## src/rtl/button_debounce.sv

```systemverilog
// button_debounce: per-channel 2-FF synchroniser plus confirm FSM for active-low buttons; optional long-press strobe under BTN_DEBOUNCE_LONGPRESS_EN
module button_debounce #(
  parameter int NUM_BTN         = 2,
  parameter int DEBOUNCE_CYCLES = 500000,
  parameter int LONG_CYCLES     = 50000000
) (
  input  logic               clk,
  input  logic               reset_n,
  input  logic [NUM_BTN-1:0] btn_raw,
  output logic [NUM_BTN-1:0] btn_clean,
  output logic [NUM_BTN-1:0] press_pulse,
  output logic [NUM_BTN-1:0] release_pulse
`ifdef BTN_DEBOUNCE_LONGPRESS_EN
  ,
  output logic [NUM_BTN-1:0] long_press
`endif
);
  localparam int MAX_CNT = DEBOUNCE_CYCLES > LONG_CYCLES ? DEBOUNCE_CYCLES : LONG_CYCLES;
  localparam int CNT_W   = $clog2(MAX_CNT + 1);
  typedef enum logic [1:0] {RELEASED, CONFIRM_PRESS, PRESSED, CONFIRM_RELEASE} state_t;
  logic [NUM_BTN-1:0] sync1, sync2;
  // bring the async pins into the clock domain; idle high so reset exit shows no edge
  always_ff @(posedge clk or negedge reset_n)
    if (!reset_n) begin
      sync1 <= '1;
      sync2 <= '1;
    end else begin
      sync1 <= btn_raw;
      sync2 <= sync1;
    end
  for (genvar g = 0; g < NUM_BTN; g++) begin : g_ch
    state_t           state;
    logic [CNT_W-1:0] cnt;
    logic             clean, pp, rp;
    // confirm FSM: the switch occurs on the edge that completes DEBOUNCE_CYCLES stable samples, any bounce restarts the window
    always_ff @(posedge clk or negedge reset_n)
      if (!reset_n) begin
        state <= RELEASED;
        cnt   <= '0;
        clean <= 1'b1;
        pp    <= 1'b0;
        rp    <= 1'b0;
      end else begin
        pp <= 1'b0;
        rp <= 1'b0;
        case (state)
          RELEASED: if (!sync2[g]) begin
            state <= CONFIRM_PRESS;
            cnt   <= '0;
          end
          CONFIRM_PRESS: if (sync2[g]) begin
            state <= RELEASED;
            cnt   <= '0;
          end else if (cnt == CNT_W'(DEBOUNCE_CYCLES - 2)) begin
            state <= PRESSED;
            cnt   <= '0;
            clean <= 1'b0;
            pp    <= 1'b1;
          end else cnt <= cnt + 1'b1;
          PRESSED: if (sync2[g]) begin
            state <= CONFIRM_RELEASE;
            cnt   <= '0;
          end
          CONFIRM_RELEASE: if (!sync2[g]) begin
            state <= PRESSED;
            cnt   <= '0;
          end else if (cnt == CNT_W'(DEBOUNCE_CYCLES - 2)) begin
            state <= RELEASED;
            cnt   <= '0;
            clean <= 1'b1;
            rp    <= 1'b1;
          end else cnt <= cnt + 1'b1;
        endcase
      end
    assign btn_clean[g]     = clean;
    assign press_pulse[g]   = pp;
    assign release_pulse[g] = rp;
`ifdef BTN_DEBOUNCE_LONGPRESS_EN
    logic [CNT_W-1:0] hold;
    logic             lp;
    // hold timer: saturates at LONG_CYCLES so exactly one strobe fires per press
    always_ff @(posedge clk or negedge reset_n)
      if (!reset_n) begin
        hold <= '0;
        lp   <= 1'b0;
      end else begin
        lp   <= state == PRESSED && hold == CNT_W'(LONG_CYCLES - 1);
        hold <= state != PRESSED ? '0 : hold + CNT_W'(hold < CNT_W'(LONG_CYCLES));
      end
    assign long_press[g] = lp;
`endif
  end
endmodule

```

## config.mk

```make
export PLATFORM = sky130hd
export DESIGN_NAME = button_debounce
export DESIGN_NICKNAME = d
export VERILOG_FILES = /design/src/rtl/button_debounce.sv
export SDC_FILE = /design/constraint.sdc
export NUM_CORES = 1
export LEC_CHECK = 0
export ABC_AREA = 1
export BUFFER_PORTS_ARGS = -buffer_cell sky130_fd_sc_hd__buf_2
export CAP_MARGIN = 15
export CELL_PAD_IN_SITES_DETAIL_PLACEMENT = 1
export CELL_PAD_IN_SITES_GLOBAL_PLACEMENT = 1
export CORE_MARGIN = 2
export CORE_UTILIZATION = 40
export DETAILED_ROUTE_END_ITERATION = 16
export PLACE_DENSITY_LB_ADDON = 0.12
export SYNTH_ARGS = -nofsm -noshare
export SYNTH_HDL_FRONTEND = slang
export SYNTH_SLANG_ARGS = --single-unit
export TNS_END_PERCENT = 10
```

## constraint.sdc

```tcl
create_clock -name clk -period 1.5 [get_ports clk]
set_input_delay 0.3 -clock clk [delete_from_list [all_inputs] [get_ports clk]]
set_output_delay 0.3 -clock clk [all_outputs]
set_load 0.1 [all_outputs]
```

==> results of run 1 <==
[where the power goes]
group / leakage [nW] / switching, mW / internal (mW)
registers: 0.885 / 0.136 / 1.90
clock network: 0.0964 / 0.784 / 0.647
logic: 1.45 / 1.20 / 0.812
total: 2.43 / 2.12 / 3.36
[metal layers]
layer	up-vias	wire length, um	global-route usage [%]
li1	2001	-	-
met4	0	146	6.476
met1	2012	5958	32.28
met5	-	0	0
met3	14	307	5.864
met2	38	6153	41.46
[worst max-delay path, delay by kind of cell, from the launching register on]
family        cells  cell delay (ps)
simple gates      9             1000
flops             1              430
[per-stage QoR]
step | setup WS [ps] | instance area [um^2]
final | -45.01 | 5403
after global routing | -137.6 | 5403
after CTS | -65.81 | 5235
after detailed placement | -213.7 | 4858
after global placement | -92.37 | 4858
after floorplan | 3.182 | 4053
[final timing paths]
path,startpoint,end
max,g_ch[0].cnt[5],g_ch[0].cnt[22]
min,btn_raw[1],sync1[1]
max reg2reg,g_ch[0].cnt[5],g_ch[0].cnt[22]
min reg2reg,sync1[0],sync2[0]
max in group asynchronous,reset_n,sync2[1]
min in group asynchronous,reset_n,g_ch[1].cnt[24]
[sequential cells by signal (all words and copies together), names as in the netlist, named ones only]
name,count
g_ch.pp,2
g_ch.state,2
sync1,2
g_ch.rp,2
g_ch.cnt,52
sync2,2
g_ch.clean,2
[cell usage after synthesis, types with 2 or more instances]
cell type / n
buf_2: 4
clkbuf_1: 3
nor2_2: 6
nand2_1: 149
nor2_4: 10
inv_1: 62
o21ai_1: 23
dfstp_2: 6
a31oi_1: 3
ha_1: 4
xnor2_1: 4
nor2_1: 64
buf_6: 4
inv_2: 10
nand4_1: 20
nor4_1: 2
nand3_1: 46
o21ai_0: 19
buf_4: 7
xor2_1: 13
dfrtp_1: 60
a21oi_1: 9
o22ai_1: 11
nand2_2: 9
nor3_1: 2
[cell type report]
type / instances / area share (%)
flip-flops and latches: 66 / 30.78
multi-input cells: 402 / 40.81
clock inverters: 6 / 0.7642
well taps: 133 / 3.080
repair buffers: 110 / 16.91
clock buffers: 10 / 2.547
inverters: 73 / 5.118
[logic make-up after synthesis]
kind of cell | Yosys count
compound gates | 67
xor+xnor | 17
fa+ha+maj | 4
buf+inv | 91
flops | 66
simple gates | 313
[repair_timing]
action                                 in CTS  in global routing
resized for setup                          45                 35
hold buffers                                1                  0
endpoints found under the hold margin      60                  0
pin swaps                                  24                 17
setup endpoints to repair                  58                 61
cloned                                      1                  0
setup buffers                               6                 10
==> out/results.tsv, run 1 <==
metric	value	unit
status	finished, violations left	
failed_checks	setup timing	
fin_crit_sh	103.0	%
fillers	1283	
syn_to_final_growth	33.31	%
fp.dieH	104.7	um
fin_ws	-45.01	ps
synth_edf_count	0	
grt_first_pass_wirelength	21620	um
fp.dieArea	10950	um^2
grt_max_degree	67	
dp.final_hpwl	8725	um
hold-path-cell-count	1	
clock_tree.buffer_depth	2	
r2r_setup_slack	-50	ps
diodes	0	
synth_area_leader_cell	dfrtp_1	
r2r_cells	9	
ys_seq_area_share	40.94	%
slew_headroom	67.64	%
synthSimpleGateAreaFrac	35.38	%
seq_area	1663	um^2
syn_inst	558	
rsz0062_at_grt	true	
syn_area_per_cell	7.263	um^2
grt_usage	24.77	%
cts_max_level	3	
place_congestion	0.8451	
skew	13.65	ps
place_inst	766	
worst_setup_path_end_kind	flop	
final_cell_count_no_fill	800	
ys_ff_latch	66	
min_path_type	in2reg	
cp_cell_sequence	nand2_1 > nor2_2 > nand2_2 > nor2_4 > nand2_2 > nor2_2 > nand2_1 > nand3_1 > nand2_1	
synth_xor_area_share	3.674	%
syn_nets	566	
row_count	36	
fp.dieW	104.7	um
max_freq	647.2	MHz
layout_commonest_cell	nand2_1	
synth_top_area_share	37.05	%
synthAdderAreaFrac	1.235	%
crit_top_cell	nand2_1	
layout_common_cells	nand2_1 (142), buf_4 (91), dfrtp_1 (57), inv_1 (52), nor2_1 (47)	
cts_root_buffer	clkbuf_8	
antenna_found_initial	0	
power.density	1014	nW/um^2
async_flop_share	100.0	%
p_leak	2.431	nW
holdWs	23.64	ps
total_power	5.479	mW
synth_compound_area_share	8.830	%
synth_top_family_by_area	simple AND/OR/NAND/NOR gates	
cpPeakStageDelay	430	ps
ys_warn_count	0	
finalSetupViolCount	27	
cts_tree	yes	
synth-main-ff-cell	dfrtp_1	
start_util	41.27	%
coreArea	9819	um^2
grt_pass1_vias	4432	
worstPathRequired	1760	ps
drive_gt1_share	33.73	%
synth_area_leaders	dfrtp_1 (37%), nand2_1 (14%), nor2_1 (5.9%)	
vias_per_cell	5.081	
drt-pass1-iter-count	4	
cap_violations	0	
muxShareOfSynthArea	0	%
crit_fanout	6	
numCtsBuffers	9	
final_util	55.02	%
io_buffer_count	9	
drt-wirelength-per-cell	15.71	um
cp.arrival	1810	ps
worst_slew_pin_slew	488.8	ps
insertion_delay	380	ps
nNetsFinal	670	
cp_slowest_cell	dfrtp_2	
finalWirelength	12570	um
finalCriticalPeriod	1545	ps
vias	4065	
first_iter_violations	102	
multi_input_area	2205	um^2
tns	-479.2	ps
grt-ovfl-total	0	
drv_slew	0	
cp-start-kind	flop	
clk_pin_slew	80	ps
ys_types	33	
hold_viol	0	
ant_nets	0	
ios	10	
cts.sinks	66	
syn_area	4053	um^2
drc	0	
ir_drop	967.3	uV
crit_type	reg2reg	
No activity file was read; power rests on OpenSTA's default activity.
==> inputs of run 2 (changes only) <==
--- a/config.mk
+++ b/config.mk
@@ -6,14 +6,15 @@
 export NUM_CORES = 1
 export LEC_CHECK = 0
 export ABC_AREA = 1
-export BUFFER_PORTS_ARGS = -buffer_cell sky130_fd_sc_hd__buf_2
 export CAP_MARGIN = 15
 export CELL_PAD_IN_SITES_DETAIL_PLACEMENT = 1
 export CELL_PAD_IN_SITES_GLOBAL_PLACEMENT = 1
 export CORE_MARGIN = 2
 export CORE_UTILIZATION = 40
 export DETAILED_ROUTE_END_ITERATION = 16
+export DONT_BUFFER_PORTS = 1
 export PLACE_DENSITY_LB_ADDON = 0.12
+export SKIP_LAST_GASP = 1
 export SYNTH_ARGS = -nofsm -noshare
 export SYNTH_HDL_FRONTEND = slang
 export SYNTH_SLANG_ARGS = --single-unit
==> run 2 against run 1 <==
The run ends with hold timing, setup timing left; maximum frequency is 5.4% lower; non-clock buffer count decreased by 6; critical path depth unchanged; critical endpoint unchanged; clock power increased by 4%; critical path type unchanged; die area unchanged.
==> out/results.tsv, run 2 (synthesis results as in run 1) <==
metric	value	unit
rsz0062_at_grt	true	
power.density	1019	nW/um^2
multi_input_area	2163	um^2
r2r_cells	9	
fp.dieW	104.7	um
final_cell_count_no_fill	793	
cp.arrival	1880	ps
clock_tree.buffer_depth	2	
drv_slew	0	
drt-wirelength-per-cell	16.12	um
seq_area	1667	um^2
ios	10	
p_leak	2.406	nW
grt_max_degree	67	
tns	-1099	ps
coreArea	9819	um^2
failed_checks	hold timing, setup timing	
finalCriticalPeriod	1633	ps
final_util	54.43	%
cts_tree	yes	
insertion_delay	360	ps
clk_pin_slew	80	ps
nNetsFinal	663	
fp.dieArea	10950	um^2
diodes	0	
antenna_found_initial	0	
hold_viol	66	
fin_ws	-132.6	ps
cts_max_level	3	
cts_root_buffer	clkbuf_8	
fp.dieH	104.7	um
slew_headroom	60.67	%
largest-register	g_ch.cnt	
cap_violations	0	
crit_fanout	4	
crit_type	reg2reg	
io_buffer_count	0	
timing.rr.start	g_ch[0].cnt[20]	
layout_commonest_cell	nand2_1	
ir_drop	828.9	uV
min_path_type	in2async	
skew	14.16	ps
syn_to_final_growth	31.89	%
cp-start-kind	flop	
place_congestion	0.8095	
worstPathRequired	1750	ps
holdWs	-376.1	ps
r2r_setup_slack	-130	ps
ant_nets	0	
row_count	36	
worst_setup_path_end_kind	flop	
postCtsHoldBufs	2	
grt-ovfl-total	0	
drt-pass1-iter-count	4	
drive_gt1_share	31.67	%
grt_usage	24.15	%
timing.rr.end	g_ch[0].cnt[22]	
dp.final_hpwl	8749	um
total_power	5.445	mW
max_freq	612.5	MHz
vias_per_cell	5.144	
cts.sinks	66	
layout_common_cells	nand2_1 (142), buf_4 (91), dfrtp_1 (54), inv_1 (53), nor2_1 (53)	
grt_pass1_vias	4318	
status	finished, violations left	
largest_reg_flops	52	
fin_crit_sh	108.8	%
finalWirelength	12780	um
fillers	1284	
start_util	41.27	%
drc	0	
place_inst	758	
numCtsBuffers	9	
finalSetupViolCount	34	
vias	4079	
grt_first_pass_wirelength	21130	um
first_iter_violations	154	
worst_slew_pin_slew	589.4	ps
==> run 2: cell count changes in the layout (fill, tap and decap cells not counted), moves of 3 or more <==
| cell | previous run | this run |
|---|---|---|
| buf_2 | 7 | 0 |
| dfrtp_1 | 57 | 54 |
| dfrtp_2 | 3 | 6 |
| nand3_1 | 42 | 38 |
| nand3_2 | 5 | 9 |
| nor2_1 | 47 | 53 |
| nor2_2 | 20 | 11 |
| nor2_4 | 13 | 16 |
| o21ai_0 | 10 | 14 |
| o21ai_2 | 5 | 1 |
==> run 2: critical path, cell delays in order (launching register included) <==
cell and delay [ps]:
dfrtp_1 370, buf_4 120, buf_4 110, nand4_1 210
inv_1 230, nand2_1 140, nor2_2 110, nand2_1 60
nand3_1 90, nand2_1 60
==> run 2: how the worst max path moves through the flow <==
stage	startpoint	endpoint	slack (ps)	depth (start not counted)
global route	g_ch[0].cnt[20]	g_ch[0].cnt[22]	-180	9
CTS	g_ch[0].cnt[1]	g_ch[0].cnt[22]	-70	10
floorplan	g_ch[0].cnt[1]	g_ch[0].cnt[20]	3	10
global placement	g_ch[1].cnt[0]	g_ch[1].cnt[4]	-80	9
finish	g_ch[0].cnt[20]	g_ch[0].cnt[22]	-130	9
detailed placement	g_ch[1].cnt[0]	g_ch[1].cnt[1]	-200	9
==> run 2: per-layer routing <==
layer	GRT usage, %	part of all wire, %
met1	31.49	46
met2	41.08	50
met3	3.993	2.4
met4	7.524	1.6
met5	0	0
==> run 2: what timing repair did <==
item | 4_1_cts | 5_1_grt
pin swaps | 14 | 23
buffers inserted | 6 | 10
resized for setup | 26 | 43
hold endpoints to repair | 68 | 66
cloned | 0 | 1
setup endpoints to repair | 58 | 60
==> run 2: cell type report <==
| cell class | count | area share, % |
|---|---|---|
| clock buffer | 12 | 3.090 |
| clock inverter | 4 | 0.4682 |
| inverter | 73 | 5.126 |
| multi-input combinational | 401 | 40.47 |
| sequential | 66 | 31.18 |
| tap | 133 | 3.113 |
| timing repair buffer | 104 | 16.55 |
==> run 2: report_power, final <==
| part | switching, mW | internal, mW |
|---|---|---|
| Sequential | 0.142 | 1.90 |
| Clock | 0.758 | 0.730 |
| Combinational | 1.11 | 0.802 |
==> run 2: through the flow <==
stage               setup WS [ps]  cell area (um^2)
floorplan                   3.182              4053
global placement           -78.83              4791
global route               -178.2              5345
finish                     -132.6              5345
CTS                        -74.31              5129
detailed placement         -203.1              4791
